==> src/rtl/pulse_pkg.sv <==
// rtl/pulse_pkg.sv - shared constants and state encoding for the pulse symbol front end
package pulse_pkg;

  localparam int CLK_F           = 25_000_000;
  localparam int TICK_RATE       = 9600;
  localparam int TW              = 15;
  localparam int MIN_TICKS_DEF   = TICK_RATE / 100;
  localparam int SHORT_MAX_DEF   = TICK_RATE / 4;
  localparam int GAP_CYCLES_DEF  = CLK_F / 2;
  localparam int MAX_SYMBOLS_DEF = 5;

  localparam logic [2:0] S_IDLE    = 3'd0;
  localparam logic [2:0] S_MEASURE = 3'd1;
  localparam logic [2:0] S_STOP    = 3'd2;
  localparam logic [2:0] S_SAMPLE  = 3'd3;
  localparam logic [2:0] S_GAP     = 3'd4;

  typedef enum logic [2:0] {
    ST_IDLE    = S_IDLE,
    ST_MEASURE = S_MEASURE,
    ST_STOP    = S_STOP,
    ST_SAMPLE  = S_SAMPLE,
    ST_GAP     = S_GAP
  } state_t;

endpackage

==> src/rtl/pulse_gap_timer.sv <==
// rtl/pulse_gap_timer.sv - inter-symbol silence counter with clear/enable/done
module pulse_gap_timer #(
  parameter int GAP_CYCLES = 12_500_000
) (
  input  logic clk,
  input  logic reset_n,
  input  logic clear,
  input  logic enable,
  output logic done
);

  localparam int CW = (GAP_CYCLES > 1) ? $clog2(GAP_CYCLES) : 1;

  logic [CW-1:0] cnt;

  always_ff @(posedge clk or negedge reset_n) begin
    if (!reset_n) begin
      cnt <= '0;
    end else if (clear) begin
      cnt <= '0;
    end else if (enable) begin
      cnt <= cnt + 1'b1;
    end
  end

  assign done = enable && (cnt == CW'(GAP_CYCLES - 1));

endmodule

==> src/rtl/pulse_symbol_ctrl.sv <==
// rtl/pulse_symbol_ctrl.sv - sequences the tick counter, classifies pulses and assembles symbol words
module pulse_symbol_ctrl import pulse_pkg::*; #(
  parameter int TW          = pulse_pkg::TW,
  parameter int MIN_TICKS   = MIN_TICKS_DEF,
  parameter int SHORT_MAX   = SHORT_MAX_DEF,
  parameter int GAP_CYCLES  = GAP_CYCLES_DEF,
  parameter int MAX_SYMBOLS = MAX_SYMBOLS_DEF,
  parameter int LW          = $clog2(MAX_SYMBOLS + 1)
) (
  input  logic                   clk,
  input  logic                   reset_n,
  input  logic                   pulse_in,
  output logic                   meas_start,
  input  logic [TW-1:0]          tick_total,
  output logic                   sym_valid,
  output logic [MAX_SYMBOLS-1:0] sym_bits,
  output logic [LW-1:0]          sym_len,
  output logic                   sym_ovf,
  output logic                   busy
);

  localparam logic [TW-1:0] MIN_T   = TW'(MIN_TICKS);
  localparam logic [TW-1:0] SHORT_T = TW'(SHORT_MAX);
  localparam logic [LW-1:0] CAP     = LW'(MAX_SYMBOLS);

  state_t                 state;
  logic [MAX_SYMBOLS-1:0] elem_q;
  logic [LW-1:0]          len_q;
  logic                   ovf_q;
  logic                   gap_done;

  // Timer only runs while in GAP; any other state holds it at zero.
  pulse_gap_timer #(.GAP_CYCLES(GAP_CYCLES)) u_gap_timer (
    .clk     (clk),
    .reset_n (reset_n),
    .clear   (state != ST_GAP),
    .enable  (state == ST_GAP),
    .done    (gap_done)
  );

  assign busy = (state != ST_IDLE);

  always_ff @(posedge clk or negedge reset_n) begin
    if (!reset_n) begin
      state      <= ST_IDLE;
      meas_start <= 1'b0;
      elem_q     <= '0;
      len_q      <= '0;
      ovf_q      <= 1'b0;
      sym_valid  <= 1'b0;
      sym_bits   <= '0;
      sym_len    <= '0;
      sym_ovf    <= 1'b0;
    end else begin
      sym_valid <= 1'b0;
      case (state)
        ST_IDLE: begin
          if (pulse_in) begin
            state      <= ST_MEASURE;
            meas_start <= 1'b1;
          end
        end
        ST_MEASURE: begin
          if (!pulse_in) begin
            state      <= ST_STOP;
            meas_start <= 1'b0;
          end
        end
        ST_STOP: state <= ST_SAMPLE;
        ST_SAMPLE: begin
          if (tick_total < MIN_T) begin
            state <= (len_q == '0) ? ST_IDLE : ST_GAP;
          end else begin
            if (len_q < CAP) begin
              elem_q[len_q] <= (tick_total > SHORT_T);
              len_q         <= len_q + 1'b1;
            end else begin
              ovf_q <= 1'b1;
            end
            state <= ST_GAP;
          end
        end
        ST_GAP: begin
          // A new press wins over a timeout landing in the same cycle.
          if (pulse_in) begin
            state      <= ST_MEASURE;
            meas_start <= 1'b1;
          end else if (gap_done) begin
            sym_bits  <= elem_q;
            sym_len   <= len_q;
            sym_ovf   <= ovf_q;
            sym_valid <= 1'b1;
            elem_q    <= '0;
            len_q     <= '0;
            ovf_q     <= 1'b0;
            state     <= ST_IDLE;
          end
        end
        default: state <= ST_IDLE;
      endcase
    end
  end

endmodule

==> config.mk <==
export PLATFORM = sky130hd
export DESIGN_NAME = pulse_symbol_ctrl
export DESIGN_NICKNAME = d
export VERILOG_FILES = /design/src/rtl/pulse_pkg.sv /design/src/rtl/pulse_gap_timer.sv /design/src/rtl/pulse_symbol_ctrl.sv
export SDC_FILE = /design/constraint.sdc
export NUM_CORES = 1
export LEC_CHECK = 0
export ABC_CLOCK_PERIOD_IN_PS = 2100
export CAP_MARGIN = 40
export CORE_MARGIN = 2
export CORE_UTILIZATION = 25
export CTS_CLUSTER_SIZE = 14
export DETAILED_ROUTE_END_ITERATION = 16
export GPL_TIMING_DRIVEN = 1
export HOLD_SLACK_MARGIN = 0.03
export SLEW_MARGIN = 20
export SYNTH_ARGS = -nofsm -noshare
export SYNTH_HDL_FRONTEND = slang
export SYNTH_SLANG_ARGS = --single-unit
==> constraint.sdc <==
create_clock -name clk -period 2.1 [get_ports clk]
set_clock_uncertainty 0.05 [all_clocks]
set_input_delay 0.315 -clock clk [delete_from_list [all_inputs] [get_ports clk]]
set_output_delay 0.315 -clock clk [all_outputs]
set_load 0.03 [all_outputs]
==> impl_metrics.ini, run 1 <==
[detailed_routing]
wirelength_met1_um = 2340
maxUsedRoutingLayer = met4
routed_wl_um = 4829
vias = 1802
drt_first_iter_violations = 103
routedWlPerCell_um = 12.67
met3_length_um = 191
avgViaCountPerCell = 4.730
dr_wl_met2_um = 2183
drc_errors = 0
postRouteAntennaNets = 0
dr.pass1.iters = 4

[synthesis]
ys_types = 43
synthCells = 220
synth.avg_cell_area_um2 = 10.55
synth_largest_area_cell = dfrtp_1
ys_ff_latch = 47
synth_top_area_frac = 0.5067
syn_nets = 241
seq_area_frac_synth = 0.5067
syn_area_mm2 = 0.002321
yosys_warnings = 0
synth_area_leaders = dfrtp_1 (51%), xor2_1 (5.7%), nor2_1 (5.2%)

[pwr]
cellLeakagePower_nw = 1.256
power.density_mw_per_mm2 = 792.5
irDropWorstVdd_v = 0.0003110
p_total_mw = 2.366

[sta]
worst_slew_pin_slew_ns = 0.4377
fmax_mhz = 515.4
setup_violations = 0
grt_setup_unrepaired = no
min_period_over_period = 0.9239
slew_viol_final = 0
hold_ws_ns = 0.3944
finalHoldViolations = 0
maxSlewHeadroom = 0.7082
min_period_ns = 1.940

[clock_tree]
cts_tree = built
cts_setup_buffers = 0
clk_pin_slew_ns = 0.09
cts.sinks = 47
cts-root-buf = clkbuf_8
cts_buffers = 5
h-tree-depth = 2
clock_path_buffers = 2
insertion_delay_ns = 0.31

[placement]
place_area_mm2 = 0.002855
placement.io_buffers = 29
dp_hpwl_um = 3467
placed_cells = 372
gp_congestion = 0.8151

[layout]
regArea_mm2 = 0.001176
area_delta_synth_final_pct = 28.63
multi_input_area_mm2 = 0.001101
drive_gt1_frac = 0.1741
fin_cells = 381
nets = 290
fin_util = 0.3277
antenna_cells = 0
final_area_mm2 = 0.002985
nFillCells = 945

[global_route]
grt_pass1_wl_um = 8845
grt_max_degree = 25
grt_usage = 0.1095
grt_overflow = 0
grt_pass1_vias = 1884
antenna_found_initial = 0

[worst_setup_path]
r2r_slack_ns = 0.19
r2r_start = u_gap_timer.cnt[1]
cp.required_ns = 2.25
cp.arrival_ns = 2.09
crit_fanout = 5
crit_type = input port to flip-flop
cp-start-kind = input port
rr_endpoint = elem_q[0]
reg2reg_depth = 6
crit_path_end_kind = flip-flop

[die]
die_x_um = 100.4
core.rowCount = 35
die_y_um = 100.4
ioPinCount = 30
start_util = 0.2548
core-area_mm2 = 0.009109
dieArea_mm2 = 0.01007

[status]
status = complete, no violations

[run]
maxCapViolCount = 0

[hold_path]
min_path_type = input port to async pin
## where the power goes
group | switching (mW) | leakage [nW] | total, mW | internal, mW
logic | 0.304 | 0.583 | 0.563 | 0.259
clock network | 0.322 | 0.0612 | 0.707 | 0.386
registers | 0.108 | 0.612 | 1.10 | 0.988
total | 0.733 | 1.26 | 2.37 | 1.63
## synthesized netlist by cell type
library cell / n
nor4_2: 1
nor2b_1: 2
nor3_1: 6
nor4_4: 1
xnor2_1: 5
a21o_1: 2
a21oi_1: 5
clkbuf_1: 4
buf_2: 2
nand2_1: 10
nand4_4: 1
nor3b_1: 2
o211ai_2: 1
a211o_1: 4
o21ai_0: 4
inv_1: 5
nand4_2: 1
mux2_2: 10
and2_1: 1
nand4_1: 8
dfrtp_1: 47
nor4_1: 2
and3_1: 9
or3b_1: 1
or3_1: 5
o21a_1: 1
o2bb2ai_1: 1
a31oi_1: 1
or4_1: 2
nor2_1: 32
and3_2: 1
nand3_1: 13
o22ai_2: 1
and4_1: 1
nor3_2: 1
a22o_1: 2
o31ai_1: 3
ha_1: 3
o221ai_2: 1
nand2_2: 1
xor2_1: 15
o311a_1: 1
nand3b_1: 1
## routing by layer
metal,vias to the layer above,GRT usage
met3,9,0.02786
met4,0,0.04953
met5,-,0
li1,885,-
met2,24,0.1750
met1,884,0.1395
## worst max-delay path, stage by stage
cell	delay [ns]
clkdlybuf4s50_1	0.39
or4_1	0.52
nor3_1	0.17
o311a_1	0.32
nor3_1	0.09
a211o_1	0.27
## logic make-up (layout without fill, tap and decap cells)
kind of cell,Yosys count,after routing,share of synthesized area
fa+ha+maj,3,3,0.01617
mux,10,10,0.04852
buf+inv,11,61,0.01887
compound gates,27,27,0.08948
xor+xnor,20,20,0.07547
simple gates,102,102,0.2447
flops,47,47,0.5067
## what timing repair did
item,4_1_cts,5_1_grt
hold buffers,1,0
resized for setup,0,1
endpoints found under the setup margin,0,1
hold endpoints to repair,15,0
## final cells by class
type                       instances  share of cell area
sequential                        47              0.3940
tap                              111             0.04652
clock buffer                       6             0.02766
inverter                           5            0.006287
timing repair buffer              48              0.1450
clock inverter                     2             0.01174
multi-input combinational        162              0.3688
## sequential cells by signal (all words and copies together), names as in the netlist
name / flops
u_gap_timer.cnt: 24
elem_q: 5
sym_bits: 5
len_q: 3
state: 3
sym_len: 3
meas_start: 1
ovf_q: 1
sym_ovf: 1
sym_valid: 1
## metrics by stage
step	worst slack [ns]	TNS, ns
global placement	-0.1339	-0.5595
CTS	0.01070	0
detailed placement	-0.1503	-0.6528
floorplan	0.2094	0
global route	0.05588	0
finish	0.1597	0
## worst max path at each step
stage	startpoint	to	slack, ns	depth (start not counted)
global route	tick_total[11]	elem_q[0]	0.06	6
floorplan	u_gap_timer.cnt[0]	elem_q[0]	0.21	5
detailed placement	tick_total[1]	elem_q[0]	-0.15	6
global placement	tick_total[1]	elem_q[2]	-0.13	6
CTS	state[2]	busy	0.01	2
finish	tick_total[1]	elem_q[0]	0.16	6
## layout by cell type (no fill, tap or decap), types with 3 or more instances in the layout
cell type         n
a211o_1           4
a21oi_1           5
and3_1            9
buf_4            18
clkbuf_8          6
clkdlybuf4s50_1  27
dfrtp_1          47
ha_1              3
inv_1             5
mux2_2           10
nand2_1          10
nand3_1          13
nand4_1           8
nor2_1           32
nor3_1            6
o21ai_0           4
o31ai_1           3
or3_1             5
xnor2_1           5
xor2_1           15
Power figures use the tool's default switching activity.
==> inputs of run 2 (changes only) <==
Settings changed: CAP_MARGIN 40 to 10, CORE_MARGIN 2 to 3.
==> run 2 against run 1 <==
Global-route usage decreased by 0.91 points. Critical path depth unchanged. Fmax increased by 0.84%. Power decreased by 1.0%. Critical endpoint is now elem_q[4]. Largest cell class unchanged.
==> impl_metrics.ini, run 2 (synthesized netlist as in run 1, its figures left out) <==
[status]
status = complete, no violations

[layout]
area_delta_synth_final_pct = 28.14
regArea_mm2 = 0.001176
final_common_cell = dfrtp_1
top_regs = u_gap_timer.cnt (24), elem_q (5), sym_bits (5)
nets = 288
largest_reg_flops = 24
top_register = u_gap_timer.cnt
multi_input_area_mm2 = 0.001101
nFillCells = 888
antenna_cells = 0
layout_common_cells = dfrtp_1 (47), nor2_1 (32), clkdlybuf4s50_1 (27), xor2_1 (15), buf_4 (15)
drive_gt1_frac = 0.1679

[global_route]
grt_max_degree = 48
grt_pass1_vias = 1758
antenna_found_initial = 0
grt_usage = 0.1004
grt_overflow = 0
grt_pass1_wl_um = 8342

[pwr]
irDropWorstVdd_v = 0.0003147
power.density_mw_per_mm2 = 787.2
cellLeakagePower_nw = 1.243

[sta]
finalSetupTns_ns = 0
min_period_ns = 1.924
min_period_over_period = 0.9162
setup_violations = 0
maxSlewHeadroom = 0.7083
finalHoldViolations = 0
worst_slew_pin_slew_ns = 0.4376
worst_slack_ns = 0.1760
fmax_mhz = 519.7
grt_setup_unrepaired = no
slew_viol_final = 0

[placement]
gp_congestion = 0.7445
dp_hpwl_um = 3396
place_ws_ns = -0.1773
placement.io_buffers = 29

[clock_tree]
cts-root-buf = clkbuf_8
clock_path_buffers = 2
clk_pin_slew_ns = 0.10
insertion_delay_ns = 0.30
cts_setup_buffers = 0
h-tree-depth = 2
cts_buffers = 5
cts_tree = built
cts.sinks = 47

[die]
die_y_um = 102.4
start_util = 0.2623
die_x_um = 102.4
core-area_mm2 = 0.008848
ioPinCount = 30
dieArea_mm2 = 0.01048
core.rowCount = 34

[worst_setup_path]
cp.arrival_ns = 2.07
crit_fanout = 5
cp-start-kind = input port
cp.required_ns = 2.25
crit_type = input port to flip-flop
reg2reg_depth = 6
crit_path_end_kind = flip-flop

[hold_path]
min_path_type = input port to async pin

[detailed_routing]
drc_errors = 0
routed_wl_um = 4712
routedWlPerCell_um = 12.53
avgViaCountPerCell = 4.726
postRouteAntennaNets = 0
dr.pass1.iters = 5
drt_first_iter_violations = 78
vias = 1777

[run]
maxCapViolCount = 0
run 2: cell types whose count changed in the layout (fill, tap and decap cells not counted):
cell            before  now
dlymetal6s2s_1       1    0
buf_4               18   15
buf_12               0    1
clkinv_2             1    0
dlygate4sd2_1        0    1
inv_6                0    1
clkinv_4             0    1
clkbuf_8             6    5
run 2: power by group:
| group | internal [mW] | switching (mW) | leakage, nW |
|---|---|---|---|
| clock | 0.361 | 0.317 | 0.0587 |
| combinational | 0.260 | 0.313 | 0.572 |
| sequential | 0.988 | 0.101 | 0.612 |
| total | 1.61 | 0.732 | 1.24 |
run 2: metrics by stage:
step / area (um^2) / total power, mW / utilization / hold slack [ns] / cells
after floorplan: 2321 / 1.463 / - / -0.03059 / 220
after global placement: 2849 / 1.680 / 0.3220 / 0.2700 / 367
after detailed placement: 2849 / 1.690 / 0.3220 / 0.2738 / 367
after CTS: 2974 / 2.378 / 0.3361 / 0.4632 / 376
after global routing: 2974 / 2.505 / 0.3361 / 0.4811 / 376
final: 2974 / 2.341 / 0.3361 / 0.4575 / 376
run 2: final timing paths:
kind | to | slack [ns] | from
hold / removal | meas_start | 0.46 | reset_n
setup reg to reg | elem_q[4] | 0.20 | u_gap_timer.cnt[1]
hold reg to reg | elem_q[3] | 0.46 | elem_q[3]
min in group clk | elem_q[3] | 0.46 | elem_q[3]
max in group asynchronous | u_gap_timer.cnt[11] | 1.30 | reset_n
setup / recovery | elem_q[4] | 0.18 | tick_total[1]
run 2: layer usage:
metal  up-vias  wire [um]  part of all wire  global-route usage
met2        28       2182              0.46              0.1569
met1       865       2293              0.49              0.1325
met4         0         55             0.012             0.03330
li1        880          -                 -                   -
met5         -          0                 0                   0
met3         4        180             0.038             0.03072
run 2: cell type report:
cell class,count,share of cell area
clock buffer,5,0.02314
clock inverter,3,0.01599
inverter,5,0.006310
multi-input combinational,162,0.3702
sequential,47,0.3955
tap,108,0.04544
timing repair buffer,46,0.1435
run 2: repair_timing:
| item | CTS | global route |
|---|---|---|
| hold endpoints to repair | 47 | 0 |
| hold buffers | 1 | 0 |
| resized for setup | 1 | 0 |
| endpoints found under the setup margin | 1 | 0 |
run 2: worst max-delay path, cell delays in order:
cell and delay [ns]:
clkdlybuf4s50_1 0.39, or4_1 0.51, nor3_1 0.17, o311a_1 0.33, nor3_1 0.08, a211o_1 0.27
==> inputs of run 3 (changes only) <==
Settings changed: REMOVE_ABC_BUFFERS from default to 1.
==> run 3 against run 2 <==
Critical path depth did not move. Non-clock buffer count grew 1. Flip-flop and latch count stayed put. Count of clock-buffer cells in the layout did not move. Sequential share of layout area decreased by 0.25 points. Die area did not move. Design area is 0.63% higher. Fmax grew 0.48%. Critical path type unchanged. Largest power group unchanged. Highest routed layer unchanged.
==> impl_metrics.ini, run 3 (synthesized netlist as in run 1, its figures left out) <==
[status]
status = complete, no violations

[worst_setup_path]
path_cells = clkdlybuf4s50_1 -> nor4_1 -> nand3_1 -> o211ai_2 -> nor3_1 -> a211o_1
cpPeakStageDelay_ns = 0.43
cp.arrival_ns = 2.06
cp-start-kind = input port
path_buf_inv = 1
crit_family = simple AND/OR/NAND/NOR gates
crit_path_end_kind = flip-flop
crit_fanout = 6
cp.required_ns = 2.25
crit_type = input port to flip-flop
cp_slowest_cell = clkdlybuf4s50_1

[layout]
drive_gt1_frac = 0.1710
final_area_mm2 = 0.002993
nets = 289
final_common_cell = dfrtp_1
layout_common_cells = dfrtp_1 (47), nor2_1 (32), clkdlybuf4s50_1 (27), buf_4 (17), xor2_1 (15)
top_regs = u_gap_timer.cnt (24), elem_q (5), sym_bits (5)
area_delta_synth_final_pct = 28.95
largest_reg_flops = 24
fin_util = 0.3382
antenna_cells = 0
top_register = u_gap_timer.cnt

[placement]
placement.io_buffers = 29
dp_hpwl_um = 3447
place_area_mm2 = 0.002844
gp_congestion = 0.7541

[global_route]
grt_usage = 0.1002
grt_max_degree = 25
grt_pass1_wl_um = 8280
grt_pass1_vias = 1744
antenna_found_initial = 0
grt_overflow = 0

[clock_tree]
cts_tree = built
cts.sinks = 47
clk_pin_slew_ns = 0.09
cts_setup_buffers = 0
h-tree-depth = 2
cts-root-buf = clkbuf_8
cts_buffers = 5
insertion_delay_ns = 0.30
clock_path_buffers = 2

[sta]
grt_setup_unrepaired = no
slew_viol_final = 0
min_period_ns = 1.915
finalSetupTns_ns = 0
hold_ws_ns = 0.4341
fmax_mhz = 522.2
worst_slew_pin_slew_ns = 0.4654
min_period_over_period = 0.9119
setup_violations = 0
finalHoldViolations = 0
maxSlewHeadroom = 0.6897

[hold_path]
min_path_type = input port to async pin

[die]
die_x_um = 102.4
core.rowCount = 34
core-area_mm2 = 0.008848
dieArea_mm2 = 0.01048
die_y_um = 102.4
ioPinCount = 30
start_util = 0.2623

[pwr]
cellLeakagePower_nw = 1.254
power.density_mw_per_mm2 = 817.9
irDropWorstVdd_v = 0.0002910
p_total_mw = 2.448

[detailed_routing]
routedWlPerCell_um = 12.69
avgViaCountPerCell = 4.655
routed_wl_um = 4785
dr.pass1.iters = 4
vias = 1755
postRouteAntennaNets = 0
drt_first_iter_violations = 75
drc_errors = 0

[run]
maxCapViolCount = 0
run 3: worst paths after layout:
check,cells after the start,slack (ns),endpoint,start
worst max-delay path,6,0.19,elem_q[0],tick_total[11]
min in group clk,1,0.46,sym_bits[2],sym_bits[2]
max in group asynchronous,3,0.97,u_gap_timer.cnt[16],reset_n
worst max register to register,6,0.21,elem_q[2],u_gap_timer.cnt[1]
worst min register to register,1,0.46,sym_bits[2],sym_bits[2]
worst min-delay path,2,0.43,sym_len[0],reset_n
run 3: power by group:
group | switching, mW | internal [mW] | leakage [nW] | total (mW)
Combinational | 0.299 | 0.255 | 0.578 | 0.554
Clock | 0.323 | 0.475 | 0.0644 | 0.798
Sequential | 0.107 | 0.988 | 0.612 | 1.10
run 3: per-layer routing:
metal  vias to the layer above  GRT usage  part of all wire
met4                         0    0.04238             0.017
li1                        883          -                 -
met3                         7    0.02457             0.026
met5                         -          0                 0
met2                        15     0.1609              0.47
met1                       850     0.1285              0.48
run 3: area by class of cell:
class / instances / area [um^2]
inverter: 5 / 18.77
multi-input combinational: 162 / 1101
timing repair buffer: 47 / 425.4
clock buffer: 5 / 68.82
tap: 108 / 135.1
sequential: 47 / 1176
fill: 906 / 5856
clock inverter: 3 / 67.56
run 3: per-stage QoR:
step / instances / setup slack [ns]
2_1_floorplan: 214 / -0.02662
3_3_place_gp: 368 / -0.1148
3_5_place_dp: 368 / -0.1426
4_1_cts: 377 / 0.006804
5_1_grt: 377 / 0.06451
6_report: 377 / 0.1851
run 3: timing repair:
item / in CTS / in global routing
endpoints found under the setup margin: 0 / 1
resized for setup: 0 / 1
endpoints found under the hold margin: 19 / 0
hold buffers: 1 / 0
